## config.mk

```make
export PLATFORM = sky130hd
export DESIGN_NAME = uart_rx
export DESIGN_NICKNAME = d
export VERILOG_FILES = /design/src/rtl/uart_rx.sv
export SDC_FILE = /design/constraint.sdc
export NUM_CORES = 1
export LEC_CHECK = 0
export ABC_AREA = 1
export BUFFER_PORTS_ARGS = -buffer_cell sky130_fd_sc_hd__buf_4
export CAP_MARGIN = 20
export CORE_ASPECT_RATIO = 0.75
export CORE_MARGIN = 10
export CORE_UTILIZATION = 40
export DETAILED_ROUTE_END_ITERATION = 8
export GPL_TIMING_DRIVEN = 0
export HOLD_SLACK_MARGIN = 0.02
export PLACE_DENSITY_LB_ADDON = 0.05
export SLEW_MARGIN = 25
export SYNTH_ARGS = -nofsm -noshare
export SYNTH_HDL_FRONTEND = slang
export SYNTH_SLANG_ARGS = --single-unit
```

## constraint.sdc

```tcl
create_clock -name clk_i -period 1.5 [get_ports clk_i]
set_clock_uncertainty 0.2 [all_clocks]
set_input_delay 0 -clock clk_i [delete_from_list [all_inputs] [get_ports clk_i]]
set_output_delay 0 -clock clk_i [all_outputs]
set_load 0.05 [all_outputs]
```

## src/rtl/uart_rx.sv

```systemverilog
// uart_rx: 8N1-style UART receiver driven by an oversample tick.
// A start bit is qualified at its centre, every data bit and the stop bit
// are sampled at their centres, and each completed frame produces a
// one-cycle strobe with the received word and a framing-error flag.
//
// state | meaning
// ------+-------------------------------------------------------------
// IDLE  | line idle, waiting for a tick that sees rx low
// START | counting to start-bit centre, rejecting glitches
// DATA  | sampling DataBits data bits, LSB first
// STOP  | waiting for stop-bit centre, then strobe and back to IDLE
module uart_rx #(
  parameter int OverSampleRate = 16,
  parameter int DataBits       = 8
) (
  input  logic                clk_i,
  input  logic                rst_i,
  input  logic                baud_tick_i,
  input  logic                rx_i,
  output logic [DataBits-1:0] data_o,
  output logic                data_valid_o,
  output logic                frame_err_o,
  output logic                busy_o
);

  localparam int TickW = (OverSampleRate > 1) ? $clog2(OverSampleRate) : 1;
  localparam int BitW  = (DataBits > 1) ? $clog2(DataBits) : 1;

  localparam logic [TickW-1:0] HalfTc = TickW'(OverSampleRate / 2 - 1);
  localparam logic [TickW-1:0] FullTc = TickW'(OverSampleRate - 1);
  localparam logic [BitW-1:0]  LastBit = BitW'(DataBits - 1);

  typedef enum logic [1:0] {
    IDLE  = 2'd0,
    START = 2'd1,
    DATA  = 2'd2,
    STOP  = 2'd3
  } state_t;

  logic                r_rx_meta;
  logic                r_rx_s;

  state_t              r_state;
  state_t              w_state_nxt;
  logic [TickW-1:0]    r_tick_cnt;
  logic [TickW-1:0]    w_tick_cnt_nxt;
  logic [BitW-1:0]     r_bit_cnt;
  logic [BitW-1:0]     w_bit_cnt_nxt;
  logic [DataBits-1:0] r_shift;
  logic [DataBits-1:0] w_shift_nxt;
  logic [DataBits-1:0] r_data;
  logic [DataBits-1:0] w_data_nxt;
  logic                r_data_valid;
  logic                w_data_valid_nxt;
  logic                r_frame_err;
  logic                w_frame_err_nxt;

  // Two-flop synchronizer for the asynchronous serial line; idles high.
  always_ff @(posedge clk_i or posedge rst_i) begin
    if (rst_i) begin
      r_rx_meta <= 1'b1;
      r_rx_s    <= 1'b1;
    end else begin
      r_rx_meta <= rx_i;
      r_rx_s    <= r_rx_meta;
    end
  end

  // State, counters, shift register and output registers.
  always_ff @(posedge clk_i or posedge rst_i) begin
    if (rst_i) begin
      r_state      <= IDLE;
      r_tick_cnt   <= '0;
      r_bit_cnt    <= '0;
      r_shift      <= '0;
      r_data       <= '0;
      r_data_valid <= 1'b0;
      r_frame_err  <= 1'b0;
    end else begin
      r_state      <= w_state_nxt;
      r_tick_cnt   <= w_tick_cnt_nxt;
      r_bit_cnt    <= w_bit_cnt_nxt;
      r_shift      <= w_shift_nxt;
      r_data       <= w_data_nxt;
      r_data_valid <= w_data_valid_nxt;
      r_frame_err  <= w_frame_err_nxt;
    end
  end

  // Next-state logic; everything holds except on baud ticks.
  always_comb begin
    w_state_nxt      = r_state;
    w_tick_cnt_nxt   = r_tick_cnt;
    w_bit_cnt_nxt    = r_bit_cnt;
    w_shift_nxt      = r_shift;
    w_data_nxt       = r_data;
    w_data_valid_nxt = 1'b0;
    w_frame_err_nxt  = r_frame_err;

    if (baud_tick_i) begin
      case (r_state)
        IDLE: begin
          if (!r_rx_s) begin
            w_state_nxt    = START;
            w_tick_cnt_nxt = '0;
          end
        end

        START: begin
          if (r_tick_cnt == HalfTc) begin
            w_tick_cnt_nxt = '0;
            if (!r_rx_s) begin
              w_state_nxt   = DATA;
              w_bit_cnt_nxt = '0;
            end else begin
              // Start bit gone by its centre: treat as a glitch.
              w_state_nxt = IDLE;
            end
          end else begin
            w_tick_cnt_nxt = r_tick_cnt + TickW'(1);
          end
        end

        DATA: begin
          if (r_tick_cnt == FullTc) begin
            w_shift_nxt    = {r_rx_s, r_shift[DataBits-1:1]};
            w_tick_cnt_nxt = '0;
            if (r_bit_cnt == LastBit) begin
              w_state_nxt = STOP;
            end else begin
              w_bit_cnt_nxt = r_bit_cnt + BitW'(1);
            end
          end else begin
            w_tick_cnt_nxt = r_tick_cnt + TickW'(1);
          end
        end

        STOP: begin
          // Leaving at stop-bit centre keeps a back-to-back start edge visible.
          if (r_tick_cnt == FullTc) begin
            w_data_nxt       = r_shift;
            w_frame_err_nxt  = ~r_rx_s;
            w_data_valid_nxt = 1'b1;
            w_tick_cnt_nxt   = '0;
            w_state_nxt      = IDLE;
          end else begin
            w_tick_cnt_nxt = r_tick_cnt + TickW'(1);
          end
        end

        default: begin
          w_state_nxt    = IDLE;
          w_tick_cnt_nxt = '0;
        end
      endcase
    end
  end

  assign data_o       = r_data;
  assign data_valid_o = r_data_valid;
  assign frame_err_o  = r_frame_err;
  assign busy_o       = (r_state != IDLE);

endmodule

```

==> results.json <==
{
  "placed_area_um2": 1500,
  "ios": 15,
  "cp_slowest_cell": "dfrtp_1",
  "cts.sinks": 29,
  "vias": 1020,
  "cp-start-kind": "flip-flop",
  "violations": "setup timing",
  "final_common_cell": "nand2_1",
  "clk_latency_ns": 0.27,
  "rsz0062_at_grt": "true",
  "grt_pass1_vias": 1091,
  "fin_area_um2": 1870,
  "synth_seq_cells": 29,
  "hold_path.class": "input pin to async pin",
  "cts_tree": "built",
  "yosysWarnings": 0,
  "cts_max_level": 2,
  "start_util": 0.411,
  "clk_path_buf_depth": 2,
  "seq_area_frac_synth": 0.543,
  "min_period_ns": 1.54,
  "vias_per_cell": 4.72,
  "antenna-diode-count": 0,
  "clk_pin_slew_ns": 0.06,
  "postSynthAreaPerCell_um2": 9.51,
  "p_leak_nw": 0.884,
  "syn-num-nets": 148,
  "detail-route-antenna-nets": 0,
  "pwr_density_cell_nw_per_um2": 1270,
  "setup_slack_ns": -0.0397,
  "cap_violations": 0,
  "critPathArrivalTime_ns": 1.50,
  "die_area_um2": 6090,
  "final_cell_mix": "29 x nand2_1, 26 x dfrtp_1, 17 x buf_4",
  "reg2reg_to": "data_o[7]",
  "fp.dieW_um": 86.9,
  "setup_viol": 13,
  "drtIter0Drc": 43,
  "finalPower_w": 0.00238,
  "cpPeakStageDelay_ns": 0.40,
  "core_area_um2": 3270,
  "wire_per_inst_um": 13.1,
  "fin_cells": 216,
  "numCtsBuffers": 5,
  "netlist_instances": 141,
  "max_slew_margin": 0.593,
  "status": "complete, but fails checks",
  "fp.dieH_um": 70.2,
  "critical_path_class": "flip-flop to flip-flop",
  "num-nets-final": 182,
  "drcViolationCount": 0,
  "cp_max_fo": 8,
  "grt_pass1_wl_um": 5160,
  "r2r_cells": 7,
  "slew_viol_final": 0,
  "wirelength_um": 2820,
  "fmax_mhz": 649,
  "gp_congestion": 0.722,
  "place_inst": 195,
  "crit_chain": "ha_4 > nand3_4 > inv_4 > nand4_4 > buf_8 > nand2_2 > o21ai_2",
  "grt_use_total": 0.104,
  "end_kind": "flip-flop",
  "syn_to_final_growth_pct": 39.1,
  "fin_crit_sh": 1.03,
  "syn_area_um2": 1340,
  "hpwl_um": 1960,
  "dr.pass1.iters": 4,
  "rows": 18,
  "cts_root_buf": "clkbuf_8",
  "worst_pin_slew_ns": 0.609,
  "reg2reg_from": "r_tick_cnt[1]",
  "io_buffers": 14,
  "dp_slack_ns": -0.195,
  "finalHoldViolCount": 0,
  "antenna_found_initial": 0,
  "grt_max_degree": 30,
  "synthDistinctLibCells": 24,
  "fill_cells": 290,
  "overflow": 0,
  "cp.required_ns": 1.46,
  "r2r_slack_ns": -0.04,
  "drive_gt1_frac": 0.449,
  "vdd_drop_max_v": 0.000644
}
## per-stage QoR
step,utilization,setup TNS [ns],hold WS (ns)
after CTS,0.554,-0.499,0.158
after detailed placement,0.460,-1.92,-0.0892
after floorplan,-,0,-0.196
after global placement,0.460,-1.22,-0.0892
final,0.571,-0.332,0.158
after global routing,0.571,-2.24,0.165
## cells in the mapped netlist
cell type  count  area (µm²)
a21oi_1        3        15.0
a22o_1         1        8.76
buf_6          3        33.8
dfrtp_1       27         676
dfstp_2        2        52.6
ha_1           3        37.5
inv_1         17        63.8
inv_2          3        11.3
nand2_1       39         146
nand2_2        1        6.26
nand2_4        1        11.3
nand3_1        4        20.0
nand3_2        1        10.0
nand3_4        1        17.5
nand4_4        1        21.3
nor2_1         9        33.8
nor2_2         1        6.26
nor2_4         1        11.3
nor3_2         1        10.0
o21ai_0        3        15.0
o21ai_1        8        40.0
o21ai_2        9        78.8
o22ai_1        1        6.26
xor2_1         1        8.76
## report_power, final
group,internal (W),switching [W],leakage (nW)
Clock,0.000373,0.000269,0.0455
Sequential,0.000862,0.0000908,0.386
Combinational,0.000293,0.000487,0.452
Total,0.00153,0.000848,0.884
## worst max-delay path, delay by kind of cell, from the launching register on
family,cells,cell delay [ns]
AO/OA/AOI/OAI,1,0.04
adder cells (fa/ha/maj),1,0.18
buffers and inverters,2,0.29
flip-flops,1,0.40
AND/OR/NAND/NOR,3,0.31
## worst max-delay path by stage
stage                  startpoint      endpoint  slack, ns  cells past startpoint
CTS                 r_tick_cnt[0]     data_o[7]      -0.06                      7
detailed placement   r_bit_cnt[0]  r_bit_cnt[0]      -0.20                      6
global placement    r_tick_cnt[0]     data_o[7]      -0.14                      7
floorplan           r_tick_cnt[0]     data_o[7]      0.004                      7
finish              r_tick_cnt[1]     data_o[7]      -0.04                      7
global route        r_tick_cnt[1]     data_o[2]      -0.14                      6
## flip-flops by register name, indices dropped and copies added (netlist names), named ones only
signal	cells
r_tick_cnt	4
r_bit_cnt	3
frame_err_o	1
data_o	8
r_rx_s	1
data_valid_o	1
r_shift	8
r_state	1
r_rx_meta	1
## cells by family (layout without fill, tap and decap cells)
kind of cell / count (synthesis) / after routing / synth area share
compound gates: 25 / 25 / 0.122
simple gates: 60 / 60 / 0.219
flops: 29 / 29 / 0.543
xor+xnor: 1 / 1 / 0.00653
fa+ha+maj: 3 / 3 / 0.0280
buf+inv: 23 / 58 / 0.0812
## per-layer routing
layer	wire length [µm]	vias up	track usage
met5	0	-	0
met4	0	0	0.0305
met3	176	0	0.0475
met2	1200	23	0.142
met1	1450	479	0.142
li1	-	518	-
## layout make-up
class	instances	area, µm²	area share
sequential	29	729	0.391
clock buffer	8	90.1	0.0483
multi-input combinational	89	631	0.338
inverter	20	77.6	0.0416
timing repair buffer	27	250	0.134
tap	40	50.0	0.0268
buffer	3	37.5	0.0201
## what timing repair did
item / 4_1_cts / 5_1_grt
hold buffers: 3 / 0
buffers inserted: 8 / 0
resized for setup: 27 / 18
setup endpoints to repair: 23 / 28
cloned: 2 / 0
pin swaps: 5 / 4
hold endpoints to repair: 44 / 0
Power figures use the tool's default switching activity.
